$ cat src/rtl/jtag_ir_param.sv
// jtag_ir_param: parametrised JTAG instruction register with table decode,
// forced BYPASS, private-instruction lock and sticky illegal-opcode flag.
module jtag_ir_param #(
    parameter int IR_WIDTH = 4,
    parameter int N_INST = 10,
    parameter logic [N_INST*IR_WIDTH-1:0] OPCODE_TABLE =
        {4'hB, 4'hA, 4'h9, 4'h8, 4'h4, 4'h2, 4'h3, 4'h0, 4'h1, 4'hF},
    parameter logic [N_INST-1:0] PRIVATE_MASK = 10'h3C0,
    parameter int BYPASS_IDX = 0,
    parameter int IDCODE_IDX = 4
) (
    input  logic                tck,
    input  logic                tl_reset,
    input  logic                capture_ir,
    input  logic                shift_ir,
    input  logic                update_ir,
    input  logic                tdi,
    output logic                tdo,
    input  logic [IR_WIDTH-3:0] status_in,
    input  logic                priv_unlock,
    input  logic                illegal_clr,
    output logic [N_INST-1:0]   instructions,
    output logic [IR_WIDTH-1:0] inst_code,
    output logic                update_pulse,
    output logic                illegal_op
);
    localparam int IW = (N_INST > 1) ? $clog2(N_INST) : 1;
    localparam logic [IW-1:0] BYP = IW'(BYPASS_IDX);
    localparam logic [IW-1:0] IDC = IW'(IDCODE_IDX);

    logic [IR_WIDTH-1:0] r_shift;
    logic [N_INST-1:0]   r_inst;
    logic [IR_WIDTH-1:0] r_code;
    logic                r_pulse;
    logic                r_illegal;
    logic [IW-1:0]       w_match;
    logic                w_hit;
    logic [IW-1:0]       w_idx;
    logic                w_illegal;

    // Descending scan so the lowest matching index is the one that sticks.
    always_comb begin
        w_match = BYP;
        w_hit = 1'b0;
        for (int i = N_INST - 1; i >= 0; i--) begin
            if (OPCODE_TABLE[i*IR_WIDTH +: IR_WIDTH] == r_shift) begin
                w_match = IW'(i);
                w_hit = 1'b1;
            end
        end
        w_idx = BYP;
        w_illegal = 1'b1;
        if (&r_shift) begin
            w_illegal = 1'b0;
        end else if (w_hit && !(PRIVATE_MASK[w_match] && !priv_unlock)) begin
            w_idx = w_match;
            w_illegal = 1'b0;
        end
    end

    always_ff @(posedge tck) begin
        if (tl_reset) begin
            r_shift <= '0;
            r_inst <= N_INST'(1) << IDC;
            r_code <= OPCODE_TABLE[IDC*IR_WIDTH +: IR_WIDTH];
            r_pulse <= 1'b0;
            r_illegal <= 1'b0;
        end else begin
            if (capture_ir)
                r_shift <= {status_in, 2'b01};
            else if (shift_ir)
                r_shift <= {tdi, r_shift[IR_WIDTH-1:1]};
            r_pulse <= update_ir;
            if (update_ir) begin
                r_inst <= N_INST'(1) << w_idx;
                r_code <= OPCODE_TABLE[w_idx*IR_WIDTH +: IR_WIDTH];
            end
            if (update_ir && w_illegal)
                r_illegal <= 1'b1;
            else if (illegal_clr)
                r_illegal <= 1'b0;
        end
    end

    assign tdo = r_shift[0];
    assign instructions = r_inst;
    assign inst_code = r_code;
    assign update_pulse = r_pulse;
    assign illegal_op = r_illegal;
endmodule

$ cat config.mk
export PLATFORM = sky130hd
export DESIGN_NAME = jtag_ir_param
export DESIGN_NICKNAME = d
export VERILOG_FILES = /design/src/rtl/jtag_ir_param.sv
export SDC_FILE = /design/constraint.sdc
export NUM_CORES = 1
export LEC_CHECK = 0
export BUFFER_PORTS_ARGS = -buffer_cell sky130_fd_sc_hd__buf_2
export CORE_MARGIN = 5
export CORE_UTILIZATION = 34
export CTS_CLUSTER_DIAMETER = 60
export DETAILED_ROUTE_END_ITERATION = 16
export PLACE_DENSITY = 0.58
export SKIP_LAST_GASP = 1
export SYNTH_ARGS = -nofsm -noshare
export SYNTH_HDL_FRONTEND = slang
export SYNTH_SLANG_ARGS = --single-unit
$ cat constraint.sdc
create_clock -name tck -period 1.63 [get_ports tck]
set_input_delay 0.326 -clock tck [delete_from_list [all_inputs] [get_ports tck]]
set_output_delay 0.326 -clock tck [all_outputs]
set_load 0.05 [all_outputs]
==> results_dict.tcl <==
set metrics [dict create \
    status "complete, no violations" \
    p_int_mw 0.819 \
    cts_buffers 3 \
    dieArea_um2 4180 \
    layout_min_cycle_time_ns 1.59 \
    route.detailed.drc 0 \
    grt_pass1_wl_um 4070 \
    cts_hold_buffers 0 \
    max_stage_delay_ns 0.38 \
    slew_violations 0 \
    critPathBufInv 1 \
    crit_family "simple AND/OR/NAND/NOR gates" \
    fmax_mhz 630 \
    layout_common_cells "buf_2, dfxtp_1, buf_4" \
    finalPower_mw 1.19 \
    drtAntennaViolNets 0 \
    worstPathMaxFanout 3 \
    synth_edf_count 0 \
    die_w_um 64.6 \
    crit_type "reg2reg" \
    grt_pass1_vias 914 \
    crit_start "r_shift[0]" \
    ys_seq_area_share_pct 39.5 \
    cap_viol_max_count 0 \
    routedWlPerCell_um 13.4 \
    synth_cells 113 \
    grt_util_all_layers_pct 12.0 \
    ys_types 36 \
    fin_worst_skew_ns 0.00224 \
    drt_first_pass_iters 4 \
    cts_root_buffer "clkbuf_4" \
    grt_max_degree 25 \
    crit_chain "buf_6 -> xor2_1 -> o21ai_1 -> nand2b_1 -> ha_2 -> nand4_1 -> or2_1 -> a31oi_1" \
    setup_viol 0 \
    r2r_slack_ns 0.04 \
    period_share_pct 97.3 \
    power.switching_mw 0.376 \
    cp_slowest_cell "dfxtp_4" \
    cp-end-kind "flop" \
    num_antenna_cells 0 \
    max_slew_margin_pct 72.3 \
    worst-path-stages 8 \
    yosysWarnings 0 \
    start_util_pct 36.2 \
    synth-seq-cells 20 \
    r2r_end "inst_code[0]" \
    vias 953 \
    dpl.hpwl_um 1750 \
    clock_tree.buffer_depth 2 \
    path_clk_slew_ns 0.12 \
    place_ws_ns 0.00214 \
    p_seq_share_pct 44.4 \
    routabilityCongestion 0.810 \
    drt_iter0_drc 37 \
    row_count 19 \
    fin_nets 163 \
    cp.arrival_ns 1.83 \
    viasPerCell 5.32 \
    hold_class "in2reg" \
    routed_wl_um 2400 \
    area_growth_pct 33.3 \
    clkLatencyLatePin_ns 0.31 \
    p_per_area_nw_per_um2 883 \
    worst_pin_slew_ns 0.415 \
    hold_viol 0 \
    cp_data_required_time_ns 1.88 \
    layout_commonest_cell "buf_2" \
    r2r_cells 8 \
    core_um2 2810 \
    power_frac_clock_pct 29.9 \
    port_buffers 26 \
    layout_setup_ws_ns 0.0434 \
    swShare_pct 31.5 \
    power_frac_comb_pct 25.7 \
    postSynthAreaPerCell_um2 8.98 \
    startpoint_type "flop" \
    cts.sinks 20 \
    ir_drop_mv 0.461 \
    p_leak_nw 0.566 \
    syn_nets 127 \
    io_pins 27 \
    syn_area_um2 1010 \
    rsz0062_at_grt "yes" \
    cts_tree "done" \
    async_flop_share_pct 0 \
    endpoint "inst_code[0]" \
    grt-ovfl-total 0 \
    synth-main-ff-cell "dfxtp_1" \
    die_y_um 64.6 \
    r2r-start "r_shift[0]" \
    antenna_found_initial 0 \
    h-tree-depth 1 \
    drive_gt1_share_pct 39.2 \
]
-- cell usage after synthesis (all sizes together) (3+ instances only) --
library cell / number / share of area, %
nor2: 6 / 2.2
clkbuf: 4 / 1.5
buf: 4 / 2.0
nand3b: 5 / 3.7
nor2b: 3 / 1.8
nor3: 4 / 2.0
o32ai: 8 / 6.9
inv: 8 / 3.0
nand2b: 3 / 1.8
ha: 4 / 4.9
a21oi: 5 / 2.5
dfxtp: 20 / 39
mux2i: 4 / 3.9
nand2: 6 / 2.2
o21ai: 3 / 1.5
-- repair_timing --
item | in CTS | in global routing
buffers inserted | 0 | 1
setup endpoints to repair | 3 | 10
pin swaps | 0 | 5
gates resized for setup | 1 | 14
-- worst min-delay path by stage --
| stage | start | to | cells past startpoint |
|---|---|---|---|
| 2_1_floorplan | capture_ir | r_shift[1] | 1 |
| 3_3_place_gp | instructions[9] | instructions[9] | 2 |
| 3_5_place_dp | instructions[8] | instructions[8] | 2 |
| 4_1_cts | illegal_clr | illegal_op | 2 |
| 5_1_grt | illegal_clr | illegal_op | 2 |
| 6_report | illegal_clr | illegal_op | 2 |
-- final cells by class --
| type | count | area, um2 |
|---|---|---|
| clock buffers | 4 | 47.5 |
| fillers | 302 | 1450 |
| inverters | 8 | 30.0 |
| multi-input cells | 77 | 596 |
| flip-flops and latches | 20 | 409 |
| well taps | 31 | 38.8 |
| repair buffers | 39 | 231 |
-- sequential cells by signal, indices dropped and copies added, names as in the netlist --
register,flops
illegal_op,1
r_shift,4
instructions,10
update_pulse,1
inst_code,4
-- cells by family after synthesis --
| family | after synthesis | synth area share [%] |
|---|---|---|
| XOR/XNOR | 2 | 1.73 |
| AO/OA/AOI/OAI | 30 | 22.1 |
| buffers and inverters | 16 | 6.41 |
| multiplexers | 6 | 6.17 |
| AND/OR/NAND/NOR | 35 | 19.2 |
| adder cells (fa/ha/maj) | 4 | 4.93 |
| flip-flops | 20 | 39.5 |
-- layer usage --
layer	up-vias	wire length [um]	GRT usage [%]
met5	-	0	0
met4	0	29	3.96
met3	4	148	2.94
met2	25	1130	20.1
met1	436	1090	15.0
li1	488	-	-
-- power by group through the flow --
stage | logic, mW | clock network [mW] | registers [mW]
detailed placement | 0.291 | 0 | 0.539
floorplan | 0.128 | 0 | 0.612
global placement | 0.288 | 0 | 0.539
finish | 0.307 | 0.357 | 0.531
CTS | 0.292 | 0.363 | 0.529
global route | 0.337 | 0.383 | 0.534
-- per-stage QoR --
stage	hold slack [ns]	instance area (um2)	util, %	setup TNS (ns)	std cells
after floorplan	0.405	1020	-	0	113
after global placement	0.454	1240	44.3	-0.0313	174
after detailed placement	0.459	1240	44.3	0	174
after CTS	0.197	1290	46.0	-0.0479	178
after global routing	0.196	1350	48.2	-0.217	179
final	0.200	1350	48.2	0	179
-- worst register-to-register path, cell delays in order (launching register included) --
cell and delay, ns:
dfxtp_4 0.38, buf_6 0.12, xor2_1 0.13, o21ai_1 0.08, nand2b_1 0.11, ha_2 0.19
nand4_1 0.09, or2_1 0.28, a31oi_1 0.13
No activity file was read; power rests on OpenSTA's default activity.
